`config.mk`:
```
export PLATFORM = sky130hd
export DESIGN_NAME = uart_tx
export DESIGN_NICKNAME = d
export VERILOG_FILES = /design/src/rtl/uart_tx.sv
export SDC_FILE = /design/constraint.sdc
export NUM_CORES = 1
export LEC_CHECK = 0
export CORE_ASPECT_RATIO = 1.25
export CORE_UTILIZATION = 40
export DETAILED_ROUTE_END_ITERATION = 12
export GPL_ROUTABILITY_DRIVEN = 0
export HOLD_SLACK_MARGIN = 0.06
export PLACE_DENSITY = 0.65
export SLEW_MARGIN = 40
export SYNTH_ARGS = -nofsm -noshare
export SYNTH_HDL_FRONTEND = slang
export SYNTH_SLANG_ARGS = --single-unit
```
`constraint.sdc`:
```
create_clock -name clk -period 2.4 [get_ports clk]
set_clock_uncertainty 0.15 [all_clocks]
set_input_delay 0.24 -clock clk [delete_from_list [all_inputs] [get_ports clk]]
set_output_delay 0.24 -clock clk [all_outputs]
set_load 0.02 [all_outputs]
```
`src/rtl/uart_tx.sv`:
```
// 8-bit UART transmitter, 8N1 by default, LSB first, txd idles high.
// Define UART_PARITY_EN to insert a parity bit (even, or odd with PARITY_ODD=1).
module uart_tx #(
    parameter int CLK_FREQ   = 50000000,
    parameter int BAUD       = 115200,
    parameter int PARITY_ODD = 0
) (
    input  logic       clk,
    input  logic       rst,
    input  logic [7:0] tx_data,
    input  logic       tx_enable,
    output logic       tx_ready,
    output logic       txd
);

    // CLK_FREQ/BAUD must come out at 2 or more for the bit timing to work.
    localparam int CLKS_PER_BIT = CLK_FREQ / BAUD;
    localparam int CW = (CLKS_PER_BIT > 1) ? $clog2(CLKS_PER_BIT) : 1;
    localparam logic [CW-1:0] LAST = CW'(CLKS_PER_BIT - 1);

    typedef enum logic [2:0] {
        IDLE,
        START,
        DATA,
`ifdef UART_PARITY_EN
        PARITY,
`endif
        STOP
    } state_t;

    state_t        state;
    logic [CW-1:0] cnt;
    logic [2:0]    idx;
    logic [7:0]    shift;

`ifdef UART_PARITY_EN
    // Parity is taken from the byte as accepted, since shift is consumed.
    logic par;

    always_ff @(posedge clk or posedge rst) begin
        if (rst)
            par <= 1'b0;
        else if (state == IDLE && tx_enable)
            par <= (^tx_data) ^ (PARITY_ODD != 0);
    end
`else
    // PARITY_ODD has no meaning in an 8N1 build; sink it explicitly.
    logic unused_parity_odd;
    assign unused_parity_odd = (PARITY_ODD != 0);
`endif

    always_ff @(posedge clk or posedge rst) begin
        if (rst) begin
            state    <= IDLE;
            txd      <= 1'b1;
            tx_ready <= 1'b1;
            cnt      <= '0;
            idx      <= '0;
            shift    <= '0;
        end else begin
            case (state)
                IDLE: begin
                    cnt <= '0;
                    idx <= '0;
                    if (tx_enable) begin
                        shift    <= tx_data;
                        state    <= START;
                        txd      <= 1'b0;
                        tx_ready <= 1'b0;
                    end
                end

                START: begin
                    if (cnt == LAST) begin
                        cnt   <= '0;
                        idx   <= '0;
                        txd   <= shift[0];
                        state <= DATA;
                    end else begin
                        cnt <= cnt + 1'b1;
                    end
                end

                DATA: begin
                    if (cnt == LAST) begin
                        cnt   <= '0;
                        shift <= {1'b0, shift[7:1]};
                        idx   <= idx + 3'd1;
                        if (idx == 3'd7) begin
`ifdef UART_PARITY_EN
                            txd   <= par;
                            state <= PARITY;
`else
                            txd   <= 1'b1;
                            state <= STOP;
`endif
                        end else begin
                            txd <= shift[1];
                        end
                    end else begin
                        cnt <= cnt + 1'b1;
                    end
                end

`ifdef UART_PARITY_EN
                PARITY: begin
                    if (cnt == LAST) begin
                        cnt   <= '0;
                        txd   <= 1'b1;
                        state <= STOP;
                    end else begin
                        cnt <= cnt + 1'b1;
                    end
                end
`endif

                STOP: begin
                    if (cnt == LAST) begin
                        cnt      <= '0;
                        state    <= IDLE;
                        tx_ready <= 1'b1;
                    end else begin
                        cnt <= cnt + 1'b1;
                    end
                end

                default: begin
                    state    <= IDLE;
                    txd      <= 1'b1;
                    tx_ready <= 1'b1;
                    cnt      <= '0;
                end
            endcase
        end
    end

endmodule

```
# Word level (Yosys, flattened, before mapping)
# Cells that the tools add are included.
# word_totals
ff_bits	25
in_bits	11
output_inout_bits	2
wordCells	50
# classes
add_sub_neg	2
n_eq_ne	10
n_mux	20
bitwise	2
n_reduce_logical	10
# ops
cell	n
$mux W3	6
$mux W9	2
$mux W8	2
$pmux W8 S2	1
$pmux W3 S4	1
$ne A2 B2 Y1 const B	5
$add A9 B1 Y9 const B	1
$eq A9 B9 Y1 const B	1
$pmux W3 S3	1
$reduce_and A3 Y1	3
$eq A3 B2 Y1 const B	2
$mux W1	5
$reduce_and A5 Y1	1
$pmux W1 S4	1
$reduce_and A4 Y1	1
$add A3 B1 Y3 const B	1
$eq A3 B1 Y1 const B	1
$eq A3 B3 Y1 const B	1
$logic_not A3 Y1	1
$pmux W1 S3	1
$reduce_bool A3 Y1	1
$reduce_or A3 Y1	1
$not A1 Y1	2
$reduce_bool A2 Y1	1
$reduce_or A2 Y1	1

# Logic depth before layout (Yosys ltp)
# Gate-level depths: netlist of run 1.
# depth
word_depth	4
depth_mapped	8
ltp_nobuf	6

# Worst setup path before layout of run 1
# No wires, ideal clock.
# synth_path
kind	register to register
start	reg state[0]
end	reg state[0]
setup_time_ps	125
arrival_time_ps	1811
t_required_ps	2125
setup_slack_ps	314
stages_incl_launch_ff	6
path_buffers	0
synth_period_minus_slack_ps	2086
cell_sequence	dfrtp_1 inv_1 ha_1 or3_1 a221oi_4 mux2_2
# synth_via
elab_chain_cells	3
word_cells_on_any_way	11
classes_between	eq/ne (8); mux (1); reduce/logical (2)
# synth_rtl
item	line	text
start: declaration	31	state_t state;
start signal: assignment	54	state <= IDLE;
start signal: assignment	67	state <= START;
start signal: assignment	78	state <= DATA;
$eq A3 B2 Y1 (tied with other cells)	61	case (state)
$ne A2 B2 Y1 (no line)	-	
$reduce_and A5 Y1 (no line)	-	
# Parallel ways exist; a longest one is shown, timed or not.
# A chain may end at the register's enable or synchronous reset.

# Final worst setup path of run 1
# layout_path
start	reg cnt[1]
end	reg state[0]
# layout_via
elab_chain_cells	3
word_cells_on_any_way	5
classes_between	eq/ne (4); reduce/logical (1)
# layout_rtl
item	line	text
start: declaration	32	logic [CW-1:0] cnt;
start signal: assignment	80	cnt <= cnt + 1'b1;
start signal: assignment	101	cnt <= cnt + 1'b1;
start signal: assignment	123	cnt <= cnt + 1'b1;
$eq A9 B9 Y1 *	74, 85, 118	
$ne A2 B2 Y1 (no line)	-	
$reduce_and A5 Y1 (no line) *	-	
end signal: assignment	78	
end signal: assignment	95	state <= STOP;
end signal: assignment	120	state <= IDLE;
# Mark *: on every way between the ends. The rest lies on a longest branch, timed or not.

==> flow_summary.json, run 1 <==
{
  "status": "completed",
  "via_per_inst": 5.44,
  "wl_per_cell_um": 14.1,
  "dieArea_um2": 3560,
  "worst-setup-path-type": "reg -> reg",
  "min_path_type": "in -> async",
  "drive_above_1_share": 0.200,
  "clk_pin_slew_ps": 80,
  "reg2regPathDepth": 6,
  "dp_hpwl_mm": 1.83,
  "port_buffers": 12,
  "drt_pre_antenna_iters": 4,
  "cp_max_fo": 4,
  "synth_top_area_share": 0.414,
  "fillers": 299,
  "final-hold-violation-count": 0,
  "synth_seq_cells": 24,
  "antenna_cells": 0,
  "vias": 963,
  "htree_levels": 1,
  "powerDensity_nw_per_um2": 1100,
  "leakagePower_nw": 0.656,
  "post_cts_buffers": 0,
  "drc_errors": 0,
  "power_mw": 1.69,
  "synthTopCellsByArea": "dfrtp_1, ha_1, o221a_2",
  "wl_mm": 2.50,
  "setup_viol": 0,
  "tns_ps": 0,
  "netlist_top_cells_count": "dfrtp_1, nor2_1, ha_1, inv_1, or2_2",
  "die_width_um": 53.6,
  "start_util": 0.416,
  "cap_violations": 0,
  "max_slew.worst_pin.slew_ps": 383,
  "grt_usage": 0.161,
  "core_um2": 3190,
  "relSlewSlack": 0.744,
  "drtIter0Drc": 22,
  "cp.arrival_ps": 2210,
  "worstPathRequired_ps": 2410,
  "max_freq_mhz": 454,
  "hold_buffers": 0,
  "r2r_start": "cnt[1]",
  "first_global_vias": 973,
  "finalCriticalPeriod_ps": 2200,
  "synth_area_um2": 1330,
  "timing.final.crit_share": 0.917,
  "rows": 23,
  "post_synth.cell_area_avg_um2": 10.7,
  "synth_fp_nets": 144,
  "critPathSlowestCell": "or4_1",
  "synth-seq-area-share": 0.454,
  "overflow": 0,
  "critPathMaxStageDelay_ps": 560,
  "crit_chain": "inv_1 -> ha_1 -> nand4b_1 -> or4_1 -> a221oi_4 -> mux2_2",
  "rsz0062_at_grt": "no",
  "cts_inserted_buffers": 3,
  "nets": 161,
  "cts_tree": "built",
  "endpoint_kind": "flip-flop",
  "yosys_warnings": 0,
  "postSynthCellCount": 124,
  "yosysMostFrequentCell": "dfrtp_1",
  "clk_latency_ps": 260,
  "ioPinCount": 13,
  "postCtsResizedCells": 0,
  "cts.sinks": 24,
  "hold_ws_ps": 172,
  "drv_slew": 0,
  "root_buffer": "clkbuf_8",
  "peakVddDrop_v": 0.000474,
  "synthArstFlopShare": 1.00,
  "cp-start-kind": "flip-flop",
  "synth_cell_types": 37,
  "area_delta_synth_final_pct": 16.4,
  "ctsLongestPathBuffers": 2,
  "die_y_um": 66.4,
  "antenna_found_initial": 0,
  "worst_r2r_endpoint": "state[0]",
  "synth_area_leader_cell": "dfrtp_1",
  "postRouteAntennaNets": 0,
  "r2r_setup_slack_ps": 200,
  "synth-edff-count": 0,
  "grt_pass1_wl_mm": 4.13,
  "ys.flop_type": "dfrtp_1",
  "grt_max_degree": 25
}
worst max path at each step:
stage                        start        to  slack [ps]  cells past startpoint
after floorplan           state[0]  state[0]         310                      5
after global placement      cnt[1]  state[1]         260                      6
after detailed placement    cnt[1]  state[0]         210                      6
after CTS                   cnt[1]  state[0]         190                      6
after global routing        cnt[1]  state[0]         110                      6
final                       cnt[1]  state[0]         200                      6
power breakdown:
part	switching (mW)	internal, mW	total, mW	leakage, nW
registers	0.107	0.544	0.651	0.290
logic	0.392	0.379	0.771	0.337
clock network	0.127	0.146	0.273	0.0288
cells in the final DEF (no fill, tap or decap):
cell,instances
mux2_2,3
or3_1,1
o21a_1,1
a221oi_1,1
a211oi_4,1
nor2_1,15
nand4b_1,1
and2b_1,1
a221oi_4,1
nand2_1,5
a21oi_1,3
clkbuf_8,4
clkdlybuf4s50_1,12
a211o_1,1
or4_1,1
o22ai_1,1
nor4_1,1
nand2b_1,1
a32oi_1,2
inv_1,8
ha_1,9
o211ai_1,2
nand3_1,6
nor2b_1,1
o221a_2,6
xor2_1,2
nand4_1,1
nand3b_1,2
o221a_1,1
nor3_1,2
and3_1,1
o21ai_0,3
buf_4,4
or2_2,7
xnor2_1,5
dfstp_2,2
dfrtp_1,22
worst max-delay path: cells and delay by family, from the launching register on:
family,cells,cell delay (ps)
AND/OR/NAND/NOR,2,670
buffers and inverters,1,70
multiplexers,1,360
AO/OA/AOI/OAI,1,300
flip-flops,1,410
adder cells (fa/ha/maj),1,130
routing by layer:
metal | up-vias | wire [um] | track usage
met4 | 0 | 34 | 0.0691
met3 | 4 | 52 | 0.0276
li1 | 478 | - | -
met2 | 9 | 1330 | 0.305
met5 | - | 0 | 0
met1 | 472 | 1090 | 0.165
per-stage QoR:
step	setup slack [ps]	utilization	area, um2	cells
finish	199	0.484	1550	177
CTS	193	0.484	1550	177
floorplan	314	-	1330	124
global route	111	0.484	1550	177
global placement	263	0.467	1490	173
detailed placement	209	0.467	1490	173
layout make-up:
| cell class | instances | area (um2) | area share |
|---|---|---|---|
| multi-input combinational | 88 | 662 | 0.428 |
| sequential | 24 | 603 | 0.390 |
| timing repair buffer | 16 | 150 | 0.0971 |
| clock buffer | 4 | 55.1 | 0.0356 |
| tap | 37 | 46.3 | 0.0299 |
| inverter | 8 | 30.0 | 0.0194 |
cells by family (layout without fill, tap and decap cells):
| family | Yosys count | in the layout | synth area share |
|---|---|---|---|
| AOI/OAI and AO/OA | 23 | 23 | 0.165 |
| xor gates and xnor gates | 7 | 7 | 0.0461 |
| adders and majority gates | 9 | 9 | 0.0847 |
| buffers and inverters | 12 | 28 | 0.0480 |
| DFF | 24 | 24 | 0.454 |
| muxes | 3 | 3 | 0.0254 |
| and+or+nand+nor | 46 | 46 | 0.177 |
sequential cells by signal (all words and copies together) (netlist names):
register / flops
idx: 3
txd: 1
tx_ready: 1
cnt: 9
shift: 8
state: 2
No activity file was read; power rests on OpenSTA's default activity.
==> inputs of run 2 (changes only) <==
- PLACE_DENSITY: 0.65 -> not set
==> flow_summary.json, run 2 (same netlist as run 1, synthesis figures left out) <==
{
  "status": "completed",
  "grt_max_degree": 25,
  "power_mw": 1.70,
  "via_per_inst": 5.31,
  "first_global_vias": 927,
  "drive_above_1_share": 0.200,
  "vias": 940,
  "fin_area_um2": 1550,
  "htree_levels": 1,
  "finalCriticalPeriod_ps": 2220,
  "antenna_cells": 0,
  "postRouteAntennaNets": 0,
  "antenna_found_initial": 0,
  "port_buffers": 12,
  "drtIter0Drc": 23,
  "wl_mm": 2.45,
  "final_cells": 177,
  "grt_usage": 0.156,
  "ctsLongestPathBuffers": 2,
  "cts.sinks": 24,
  "hold_buffers": 0,
  "reg_top3": "cnt x9, shift x8, idx x3",
  "grt_pass1_wl_mm": 4.03,
  "drc_errors": 0,
  "post-route-util": 0.484,
  "cap_violations": 0,
  "wl_per_cell_um": 13.8,
  "worst-setup-path-type": "reg -> reg",
  "overflow": 0,
  "clk_latency_ps": 270,
  "final-hold-violation-count": 0,
  "post_cts_buffers": 0,
  "dieArea_um2": 3560,
  "top_register": "cnt",
  "powerDensity_nw_per_um2": 1100,
  "largest_reg_flops": 9,
  "rsz0062_at_grt": "no",
  "clockPowerShare": 0.162,
  "die_width_um": 53.6,
  "postCtsResizedCells": 0,
  "cts_inserted_buffers": 3,
  "endpoint_kind": "flip-flop",
  "drv_slew": 0,
  "finalWorstSetupSlack_ps": 182,
  "cp_max_fo": 5,
  "area_delta_synth_final_pct": 16.4,
  "dp_hpwl_mm": 1.79,
  "rows": 23,
  "p_comb_frac": 0.456,
  "timing.final.crit_share": 0.924,
  "start_util": 0.416,
  "p_int_mw": 1.07,
  "max_freq_mhz": 451,
  "die_y_um": 66.4,
  "max_slew.worst_pin.slew_ps": 364,
  "ioPinCount": 13,
  "swShare": 0.371,
  "drt_pre_antenna_iters": 4,
  "tns_ps": 0,
  "numPlacedInstances": 173,
  "pre_cts_ws_ps": 178,
  "relSlewSlack": 0.757,
  "place_area_um2": 1490,
  "layout_commonest_cell": "dfrtp_1",
  "core_um2": 3190,
  "peakVddDrop_v": 0.000751,
  "switchingPower_mw": 0.630,
  "clk_pin_slew_ps": 80,
  "cp-start-kind": "flip-flop",
  "cp.arrival_ps": 2230,
  "seqPwrFrac": 0.382,
  "cts_tree": "built",
  "min_path_type": "in -> async",
  "worstPathRequired_ps": 2410,
  "setup_viol": 0,
  "most-common-layout-cells": "dfrtp_1, nor2_1, clkdlybuf4s50_1",
  "hold_ws_ps": 160,
  "nets": 161,
  "root_buffer": "clkbuf_8",
  "leakagePower_nw": 0.656
}
[run 2: cell counts in the layout (fill, tap and decap cells not counted)]
Identical to the previous run, type by type.
[run 2: layout make-up]
type	instances	area (um2)
fill	306	1650
timing repair buffer	16	150
clock buffer	4	55.1
multi-input combinational	88	662
sequential	24	603
inverter	8	30.0
tap	37	46.3
[run 2: worst paths after layout]
path,startpoint,endpoint,slack (ps),cells past startpoint
setup reg to reg,cnt[1],state[0],180,6
hold / removal,rst,shift[1],160,3
hold reg to reg,tx_ready,tx_ready,360,2
setup / recovery,cnt[1],state[0],180,6
max in group asynchronous,rst,tx_ready,1650,3
min in group clk,tx_ready,tx_ready,360,2
[run 2: worst max-delay path, stage by stage (launching register included)]
cell and delay, ps:
dfrtp_1 410, inv_1 60, ha_1 140, nand4b_1 110, or4_1 570, a221oi_4 310, mux2_2 360
[run 2: layer usage]
| metal | routed length [um] | global-route usage | up-vias |
|---|---|---|---|
| li1 | - | - | 472 |
| met1 | 1150 | 0.195 | 453 |
| met2 | 1180 | 0.258 | 11 |
| met3 | 74 | 0.0253 | 4 |
| met4 | 38 | 0.0691 | 0 |
| met5 | 0 | 0 | - |
[run 2: power by group through the flow]
stage	Sequential (mW)	Clock, mW	Combinational, mW
after floorplan	0.652	0	0.612
after global placement	0.653	0	0.759
after detailed placement	0.657	0	0.784
after CTS	0.649	0.289	0.788
after global routing	0.666	0.299	0.849
final	0.648	0.276	0.775
